`src/rtl/axi_wr_path_arbiter.sv`:
```
// Purpose : round-robin arbiter sharing one AXI slave write path (AW, W, B) among NUM_M masters,
//           holding one complete write transaction (address, all data beats, response) at a time.
// Latency : 1 cycle from m_awvalid to s_awvalid; AW/W/B handshakes are combinational passthrough once granted.
// Backpr. : slave ready/valid goes straight back to the granted master; other masters see ready=0, bvalid=0.
//
// Ports:
//   clk, resetn                        clock, asynchronous active-low reset
//   m_aw*/m_w*/m_b*                    per-master AXI write channels (packed AW payload in m_aw_info)
//   s_aw*/s_w*/s_b*                    single downstream slave write channels
//   grant_idx, busy                    granted master (meaningful while busy), busy = not idle
//   err_wlast                          one-cycle pulse after a W beat whose WLAST disagrees with awlen
//
// AW payload layout, MSB first: {awid, awaddr[31:0], awlen[7:0], awlock, awsize, awburst, awcache,
// awprot, awqos, awregion}; awlen therefore sits 44 bits below the top of the payload.

module axi_wr_path_arbiter #(
  parameter int NUM_M     = 4,
  parameter int AW_INFO_W = 65,
  parameter int DATA_W    = 32,
  parameter int ID_W      = 4,
  localparam int GW       = (NUM_M > 1) ? $clog2(NUM_M) : 1,
  localparam int STRB_W   = DATA_W / 8
) (
  input  logic                        clk,
  input  logic                        resetn,
  input  logic [NUM_M-1:0]            m_awvalid,
  input  logic [NUM_M*AW_INFO_W-1:0]  m_aw_info,
  output logic [NUM_M-1:0]            m_awready,
  input  logic [NUM_M-1:0]            m_wvalid,
  input  logic [NUM_M*DATA_W-1:0]     m_wdata,
  input  logic [NUM_M*STRB_W-1:0]     m_wstrb,
  input  logic [NUM_M-1:0]            m_wlast,
  output logic [NUM_M-1:0]            m_wready,
  output logic [ID_W-1:0]             m_bid,
  output logic [1:0]                  m_bresp,
  output logic [NUM_M-1:0]            m_bvalid,
  input  logic [NUM_M-1:0]            m_bready,
  output logic                        s_awvalid,
  output logic [AW_INFO_W-1:0]        s_aw_info,
  input  logic                        s_awready,
  output logic                        s_wvalid,
  output logic [DATA_W-1:0]           s_wdata,
  output logic [STRB_W-1:0]           s_wstrb,
  output logic                        s_wlast,
  input  logic                        s_wready,
  input  logic [ID_W-1:0]             s_bid,
  input  logic [1:0]                  s_bresp,
  input  logic                        s_bvalid,
  output logic                        s_bready,
  output logic [GW-1:0]               grant_idx,
  output logic                        busy,
  output logic                        err_wlast
);

  localparam int AWLEN_LSB = AW_INFO_W - 44;

  typedef enum logic [1:0] {IDLE, ADDR, DATA, RESP} state_t;

  state_t          state_q;
  logic [GW-1:0]   grant_q;
  logic [GW-1:0]   rr_ptr_q;
  logic [7:0]      len_q;
  logic [7:0]      beat_cnt_q;
  logic            err_q;

  logic            pick_vld;
  logic [GW-1:0]   pick_idx;
  logic [AW_INFO_W-1:0] aw_info_g;
  logic            aw_hs, w_hs, b_hs;

  // First requester at or above rr_ptr, wrapping around.
  always_comb begin
    pick_vld = 1'b0;
    pick_idx = '0;
    for (int k = 0; k < NUM_M; k++) begin
      if (!pick_vld && m_awvalid[(int'(rr_ptr_q) + k) % NUM_M]) begin
        pick_vld = 1'b1;
        pick_idx = GW'((int'(rr_ptr_q) + k) % NUM_M);
      end
    end
  end

  assign aw_info_g = m_aw_info[int'(grant_q)*AW_INFO_W +: AW_INFO_W];
  assign aw_hs     = (state_q == ADDR) && m_awvalid[grant_q] && s_awready;
  assign w_hs      = (state_q == DATA) && m_wvalid[grant_q]  && s_wready;
  assign b_hs      = (state_q == RESP) && s_bvalid && m_bready[grant_q];

  // Channel muxing: everything outside the active phase is forced to zero.
  always_comb begin
    m_awready = '0;
    m_wready  = '0;
    m_bvalid  = '0;
    m_bid     = '0;
    m_bresp   = '0;
    s_awvalid = 1'b0;
    s_aw_info = '0;
    s_wvalid  = 1'b0;
    s_wdata   = '0;
    s_wstrb   = '0;
    s_wlast   = 1'b0;
    s_bready  = 1'b0;
    case (state_q)
      ADDR: begin
        s_awvalid          = m_awvalid[grant_q];
        s_aw_info          = aw_info_g;
        m_awready[grant_q] = s_awready;
      end
      DATA: begin
        s_wvalid          = m_wvalid[grant_q];
        s_wdata           = m_wdata[int'(grant_q)*DATA_W +: DATA_W];
        s_wstrb           = m_wstrb[int'(grant_q)*STRB_W +: STRB_W];
        s_wlast           = m_wlast[grant_q];
        m_wready[grant_q] = s_wready;
      end
      RESP: begin
        m_bvalid[grant_q] = s_bvalid;
        m_bid             = s_bid;
        m_bresp           = s_bresp;
        s_bready          = m_bready[grant_q];
      end
      default: ;
    endcase
  end

  always_ff @(posedge clk or negedge resetn) begin
    if (!resetn) begin
      state_q    <= IDLE;
      grant_q    <= '0;
      rr_ptr_q   <= '0;
      len_q      <= '0;
      beat_cnt_q <= '0;
      err_q      <= 1'b0;
    end else begin
      err_q <= 1'b0;
      case (state_q)
        IDLE: begin
          if (pick_vld) begin
            grant_q <= pick_idx;
            state_q <= ADDR;
          end
        end
        ADDR: begin
          if (aw_hs) begin
            len_q      <= aw_info_g[AWLEN_LSB +: 8];
            beat_cnt_q <= '0;
            state_q    <= DATA;
          end
        end
        DATA: begin
          if (w_hs) begin
            // beat_cnt_q is the index of the beat being accepted; awlen names the last index.
            beat_cnt_q <= (beat_cnt_q == 8'hFF) ? beat_cnt_q : beat_cnt_q + 8'd1;
            if (m_wlast[grant_q]) begin
              err_q   <= (beat_cnt_q != len_q);
              state_q <= RESP;
            end else begin
              err_q <= (beat_cnt_q == len_q);
            end
          end
        end
        RESP: begin
          if (b_hs) begin
            rr_ptr_q <= (int'(grant_q) == NUM_M - 1) ? '0 : grant_q + 1'b1;
            state_q  <= IDLE;
          end
        end
        default: state_q <= IDLE;
      endcase
    end
  end

  assign grant_idx = grant_q;
  assign busy      = (state_q != IDLE);
  assign err_wlast = err_q;

endmodule

```
`config.mk`:
```
export PLATFORM = sky130hd
export DESIGN_NAME = axi_wr_path_arbiter
export DESIGN_NICKNAME = d
export VERILOG_FILES = /design/src/rtl/axi_wr_path_arbiter.sv
export SDC_FILE = /design/constraint.sdc
export NUM_CORES = 1
export LEC_CHECK = 0
export CAP_MARGIN = 15
export CORE_AREA = 2 2 218 220
export CTS_BUF_LIST = sky130_fd_sc_hd__clkbuf_4 sky130_fd_sc_hd__clkbuf_8
export CTS_CLUSTER_SIZE = 12
export DETAILED_ROUTE_END_ITERATION = 8
export DIE_AREA = 0 0 220 222
export GPL_TIMING_DRIVEN = 0
export PLACE_DENSITY = 0.46
export SYNTH_ARGS = -nofsm -noshare
export SYNTH_HDL_FRONTEND = slang
export SYNTH_SLANG_ARGS = --single-unit
```
`constraint.sdc`:
```
create_clock -name clk -period 4.75 [get_ports clk]
set_input_delay 0.475 -clock clk [delete_from_list [all_inputs] [get_ports clk]]
set_output_delay 0.475 -clock clk [all_outputs]
set_load 0.01 [all_outputs]
```
==> impl_metrics.tcl, run 1 <==
set metrics [dict create \
    hold_viol 0 \
    synth_compound_area_frac 0.0457 \
    num_vias 6127 \
    drive_above_1_share 0.151 \
    drt-wirelength-per-cell_um 22.0 \
    maxSlewViolCount 0 \
    grt_max_degree 15 \
    drtIter0Drc 192 \
    grt-ovfl-total 0 \
    multi_input_area_um2 3940 \
    rrSetupSlack_ns 1.86 \
    holdBufCountCts 0 \
    cts_root_buf "clkbuf_8" \
    post_cts_buffers 0 \
    die-area_um2 48800 \
    synth_commonest_cells "and2_1, mux4_2, dfrtp_1, clkbuf_1, and3_1" \
    rsz0062_at_grt "false" \
    fin_crit_sh 0.823 \
    r2r_end "len_q[7]" \
    status "completed" \
    grt_pass1_wl_mm 47.0 \
    syn2layout_area_growth_pct 135 \
    clk_pin_slew_ns 0.10 \
    ioPinCount 558 \
    drc 0 \
    gr-usage-met1 0.151 \
    clock_sinks 23 \
    synth.mux.area_fraction 0.533 \
    synth_ff_type "dfrtp_1" \
    worst_ep_arrival_time_ns 3.44 \
    cts_max_level 1 \
    dp_cells 1576 \
    dpl.hpwl_mm 30.6 \
    synth_warnings 0 \
    hp-class "flop to flop" \
    busiest_layer "met2" \
    dp_slack_ns 1.07 \
    reg2reg_depth 5 \
    worst-endpoint-required_ns 4.28 \
    ctsLongestPathBuffers 2 \
    ant_nets 0 \
    synth_most_common_cell "and2_1" \
    syn_inst 411 \
    die_x_um 220 \
    fill_cells 5030 \
    synth_area_leaders "mux4_2, and2_1, dfrtp_1" \
    cp-start-kind "flop" \
    finalWeightedCongestion 0.956 \
    slew_headroom 0.206 \
    fin_worst_skew_ns 0.0108 \
    power.density_nw_per_um2 382 \
    critPathMaxFanout 10 \
    synth_edf_count 0 \
    ys_async_sr_fraction 1.00 \
    cts-resized-gates 0 \
    synth_top_cell_by_area "mux4_2" \
    wirelength_mm 34.8 \
    grt_use_total 0.134 \
    synthSimpleGateAreaFrac 0.209 \
    vdd_drop_max_mv 0.131 \
    synth_nets 851 \
    fmax_ghz 0.256 \
    netlist_area_um2 4760 \
    setup_viol 0 \
    synth_xor_xnor_area_share 0.0165 \
    met3_usage 0.0277 \
    worstSkewPairLatency_ns 0.29 \
    nets 1414 \
    dr.pass1.iters 4 \
    power_leakage_uw 0.00396 \
    synth_top_family_by_area "multiplexers" \
    first_global_vias 6679 \
    min_period_ns 3.91 \
    fp.coreArea_um2 46300 \
    worst-setup-path-type "flop to output port" \
    post-route-util 0.242 \
    reg2reg_from "state_q[1]" \
    fin_setup_tns_ns 0 \
    synthAdderAreaFrac 0.0236 \
    setup_ws_ns 0.839 \
    synth_cell_types 40 \
    tritoncts "yes" \
    cp-startpoint "state_q[1]" \
    gr-usage-met2 0.257 \
    seq_area_um2 576 \
    synth-seq-cells 23 \
    fin_cells 1581 \
    crit_path_end_kind "output port" \
    fp.dieH_um 222 \
    antenna_found_initial 2 \
    worst_slew_pin_slew_ns 1.19 \
    rows 79 \
    crit_path_end "s_aw_info[18]" \
    port_buffers 557 \
    synthDominantCellAreaShare 0.477 \
    start_util 0.103 \
    synth_area_per_cell_um2 11.6 \
    maxCapViolCount 0 \
    vias_per_cell 3.88 \
    numCtsBuffers 3 \
    ys_seq_area_frac 0.121 \
]
-- per-layer routing --
layer  up-vias  wire [µm]
met5         -          0
met4         0        395
met3        14       3030
met2       392      18300
met1      2987      13100
li1       2734          -
-- sequential cells by signal, summed over array words and instances, names as in the netlist --
signal and cells:
beat_cnt_q 8, len_q 8, grant_idx 2, rr_ptr_q 2, state_q 2, err_wlast 1
-- worst max-delay path: stages (launching register included) --
cell and delay, ns:
dfrtp_1 0.43, inv_1 0.09, ha_1 0.14, clkbuf_1 0.87, clkbuf_1 0.69, and2_1 0.33, clkdlybuf4s50_1 0.58
-- cells in the final DEF (no fill, tap or decap), types with 2 or more instances in the layout --
master,n
nor3_1,5
dfrtp_1,23
a221o_1,4
and2_1,109
o21ai_0,3
clkbuf_1,21
nand3_1,7
a21oi_1,6
inv_1,7
mux2i_1,9
mux4_2,101
a21bo_2,2
and3_1,19
nor2_1,9
clkdlybuf4s50_1,557
o21a_1,2
or2_2,2
buf_2,10
ha_1,9
buf_6,2
nand2_1,12
nand2b_1,3
mux2_2,14
buf_4,6
xor2_1,8
nor4_1,3
clkbuf_8,3
-- power by group --
part | leakage, µW | internal, µW | switching (µW)
logic | 0.00365 | 2070 | 1720
clock network | 0.0000217 | 59.8 | 80.4
registers | 0.000293 | 267 | 72.7
total | 0.00396 | 2400 | 1870
-- worst min-delay path by stage --
stage,startpoint,slack [ns],endpoint,depth (start not counted)
3_3_place_gp,len_q[0],0.52,len_q[0],1
3_5_place_dp,len_q[6],0.52,len_q[6],1
2_1_floorplan,resetn,0.18,beat_cnt_q[0],0
5_1_grt,len_q[5],0.56,len_q[5],1
6_report,len_q[0],0.54,len_q[0],1
4_1_cts,len_q[6],0.54,len_q[6],1
-- cell families after synthesis --
| group | count (synthesis) |
|---|---|
| buffers and inverters | 49 |
| adders and majority gates | 9 |
| AOI/OAI and AO/OA | 26 |
| xor gates and xnor gates | 9 |
| muxes | 125 |
| DFF | 23 |
| and+or+nand+nor | 170 |
-- cell type report --
type / count / area share
clock buffer: 3 / 0.00369
clock inverter: 1 / 0.000672
antenna: 1 / 0.000224
timing repair buffer: 558 / 0.501
inverter: 8 / 0.00269
sequential: 23 / 0.0515
buffer: 41 / 0.0193
multi-input combinational: 339 / 0.353
tap: 607 / 0.0679
-- stage by stage --
stage / hold WS [ns] / total power, µW / instance area [µm²]
global placement: 0.516 / 4220 / 11100
finish: 0.537 / 4270 / 11200
floorplan: 0.179 / 2330 / 4760
CTS: 0.541 / 4390 / 11200
detailed placement: 0.518 / 4220 / 11100
global route: 0.563 / 4600 / 11200
Power figures use the tool's default switching activity.
==> inputs of run 2 (changes only) <==
CORE_AREA = 2 2 219 221   (was 2 2 218 220)
DIE_AREA = 0 0 221 223   (was 0 0 220 222)
clock period = 3.6 ns   (was 4.75 ns; I/O delays follow)
==> run 2 against run 1 <==
- non-clock buffer count is 2 lower
- clock power is 25% higher
- die area is 0.91% higher
- wire length is 0.68% higher
- final cell count is 0.44% higher
- sequential cell count stayed put
- critical path depth stayed put
- worst setup slack worse by 0.66 ns
- register-to-register slack worse by 0.65 ns
- via count is 0.80% lower
- critical path type unchanged
==> impl_metrics.tcl, run 2 (synthesized netlist as in run 1, its figures left out) <==
set metrics [dict create \
    status "completed" \
    grt_max_degree 24 \
    vias_per_cell 3.83 \
    fin_crit_sh 0.951 \
    clk_pin_slew_ns 0.09 \
    worst-path-buf-inv 4 \
    drc 0 \
    vdd_drop_max_mv 0.227 \
    dr.pass1.iters 6 \
    fmax_ghz 0.292 \
    ant_nets 0 \
    fill_cells 5134 \
    dp_cells 1583 \
    min_period_ns 3.42 \
    fp.coreArea_um2 47100 \
    grt_use_total 0.135 \
    worst-endpoint-required_ns 3.24 \
    met3_usage 0.0341 \
    drive_above_1_share 0.158 \
    clock_sinks 23 \
    die_x_um 221 \
    num_vias 6078 \
    worst_slew_pin_slew_ns 0.827 \
    maxCapViolCount 0 \
    fin_cells 1588 \
    grt-ovfl-total 0 \
    fp.dieH_um 223 \
    ioPinCount 558 \
    finalWeightedCongestion 0.829 \
    ctsLongestPathBuffers 2 \
    cts_max_level 1 \
    slew_headroom 0.449 \
    gr-usage-met2 0.243 \
    crit_slowest_cell "dfrtp_1" \
    power.density_nw_per_um2 510 \
    maxSlewViolCount 0 \
    worstSkewPairLatency_ns 0.28 \
    drtIter0Drc 220 \
    power_uw 5700 \
    hold_viol 0 \
    critPathMaxFanout 10 \
    crit_top_cell "buf_2" \
    cts_root_buf "clkbuf_8" \
    busiest_layer "met2" \
    start_util 0.101 \
    crit_path_end_kind "output port" \
    port_buffers 557 \
    tritoncts "yes" \
    worst-setup-path-type "flop to output port" \
    first_global_vias 6646 \
    crit_chain "buf_2, buf_2, buf_4, mux4_2, and2_1, clkdlybuf4s50_1" \
    fin_worst_skew_ns 0.00378 \
    rrSetupSlack_ns 1.21 \
    gr-usage-met1 0.159 \
    cp_slowest_stage_delay_ns 0.50 \
    reg_top3 "beat_cnt_q (8), len_q (8)" \
    numCtsBuffers 3 \
    setup_viol 0 \
    power_leakage_uw 0.00398 \
    die-area_um2 49300 \
    syn2layout_area_growth_pct 135 \
    rsz0062_at_grt "false" \
    antenna_found_initial 0 \
    worst_ep_arrival_time_ns 3.06 \
    grt_pass1_wl_mm 47.9 \
    dpl.hpwl_mm 30.9 \
    hp-class "primary input to asynchronous set/reset pin" \
    critPathTopFamily "buffers and inverters" \
    final_common_cell "clkdlybuf4s50_1" \
    rows 80 \
    layout_common_cells "clkdlybuf4s50_1, and2_1, mux4_2" \
    fin_setup_tns_ns 0 \
    nets 1412 \
    drt-wirelength-per-cell_um 22.1 \
    cp-start-kind "flop" \
    holdBufCountCts 0 \
    wirelength_mm 35.1 \
]
[run 2: cell count changes in the layout (fill, tap and decap cells not counted), sizes merged]
cell | before | now
clkbuf | 24 | 22
diode | 1 | 2
[run 2: per-layer routing]
layer / wire length, µm / part of all wire
met2: 17800 / 0.51
met1: 13700 / 0.39
met5: 0 / 0
met4: 866 / 0.025
met3: 2700 / 0.077
[run 2: final timing paths]
check	cells past startpoint	start	to
max	6	grant_idx[1]	s_aw_info[60]
min	1	resetn	beat_cnt_q[4]
max reg2reg	5	grant_idx[1]	err_wlast
min reg2reg	1	len_q[6]	len_q[6]
max in group asynchronous	2	resetn	len_q[6]
min in group clk	1	len_q[6]	len_q[6]
[run 2: cell type report]
cell class	instances	area [µm²]	area share
sequential	23	576	0.0514
antenna	2	5.00	0.000447
buffer	39	219	0.0196
inverter	8	30.0	0.00268
timing repair buffer	558	5590	0.500
clock buffer	3	41.3	0.00369
multi-input combinational	339	3950	0.353
clock inverter	1	7.51	0.000671
tap	615	769	0.0688
[run 2: worst reg2reg max path: stages, from the launching register on]
cell and delay (ns):
dfrtp_1 0.50, buf_2 0.37, buf_2 0.42, buf_4 0.40
nor2_1 0.18, a2111oi_0 0.40
[run 2: stage by stage]
step | hold WS [ns] | setup WS [ns] | util | area [µm²]
final | 0.442 | 0.178 | 0.237 | 11200
after global routing | 0.477 | 0.00316 | 0.237 | 11200
after CTS | 0.548 | 0.0307 | 0.237 | 11200
after detailed placement | 0.527 | -0.0560 | 0.236 | 11100
after global placement | 0.517 | -0.00345 | 0.236 | 11100
after floorplan | 0.0644 | 1.41 | - | 4760
[run 2: where the power goes]
part	internal (µW)	leakage (µW)	total, µW	switching (µW)
combinational	2750	0.00366	5080	2330
clock	78.7	0.0000217	175	96.4
sequential	353	0.000293	452	99.0
[run 2: what timing repair did]
| action | 4_1_cts | 5_1_grt |
|---|---|---|
| setup endpoints to repair | 45 | 28 |
| setup buffers | 0 | 0 |
| gates resized for setup | 8 | 0 |
| hold endpoints to repair | 0 | 0 |
| pin swaps | 0 | 0 |
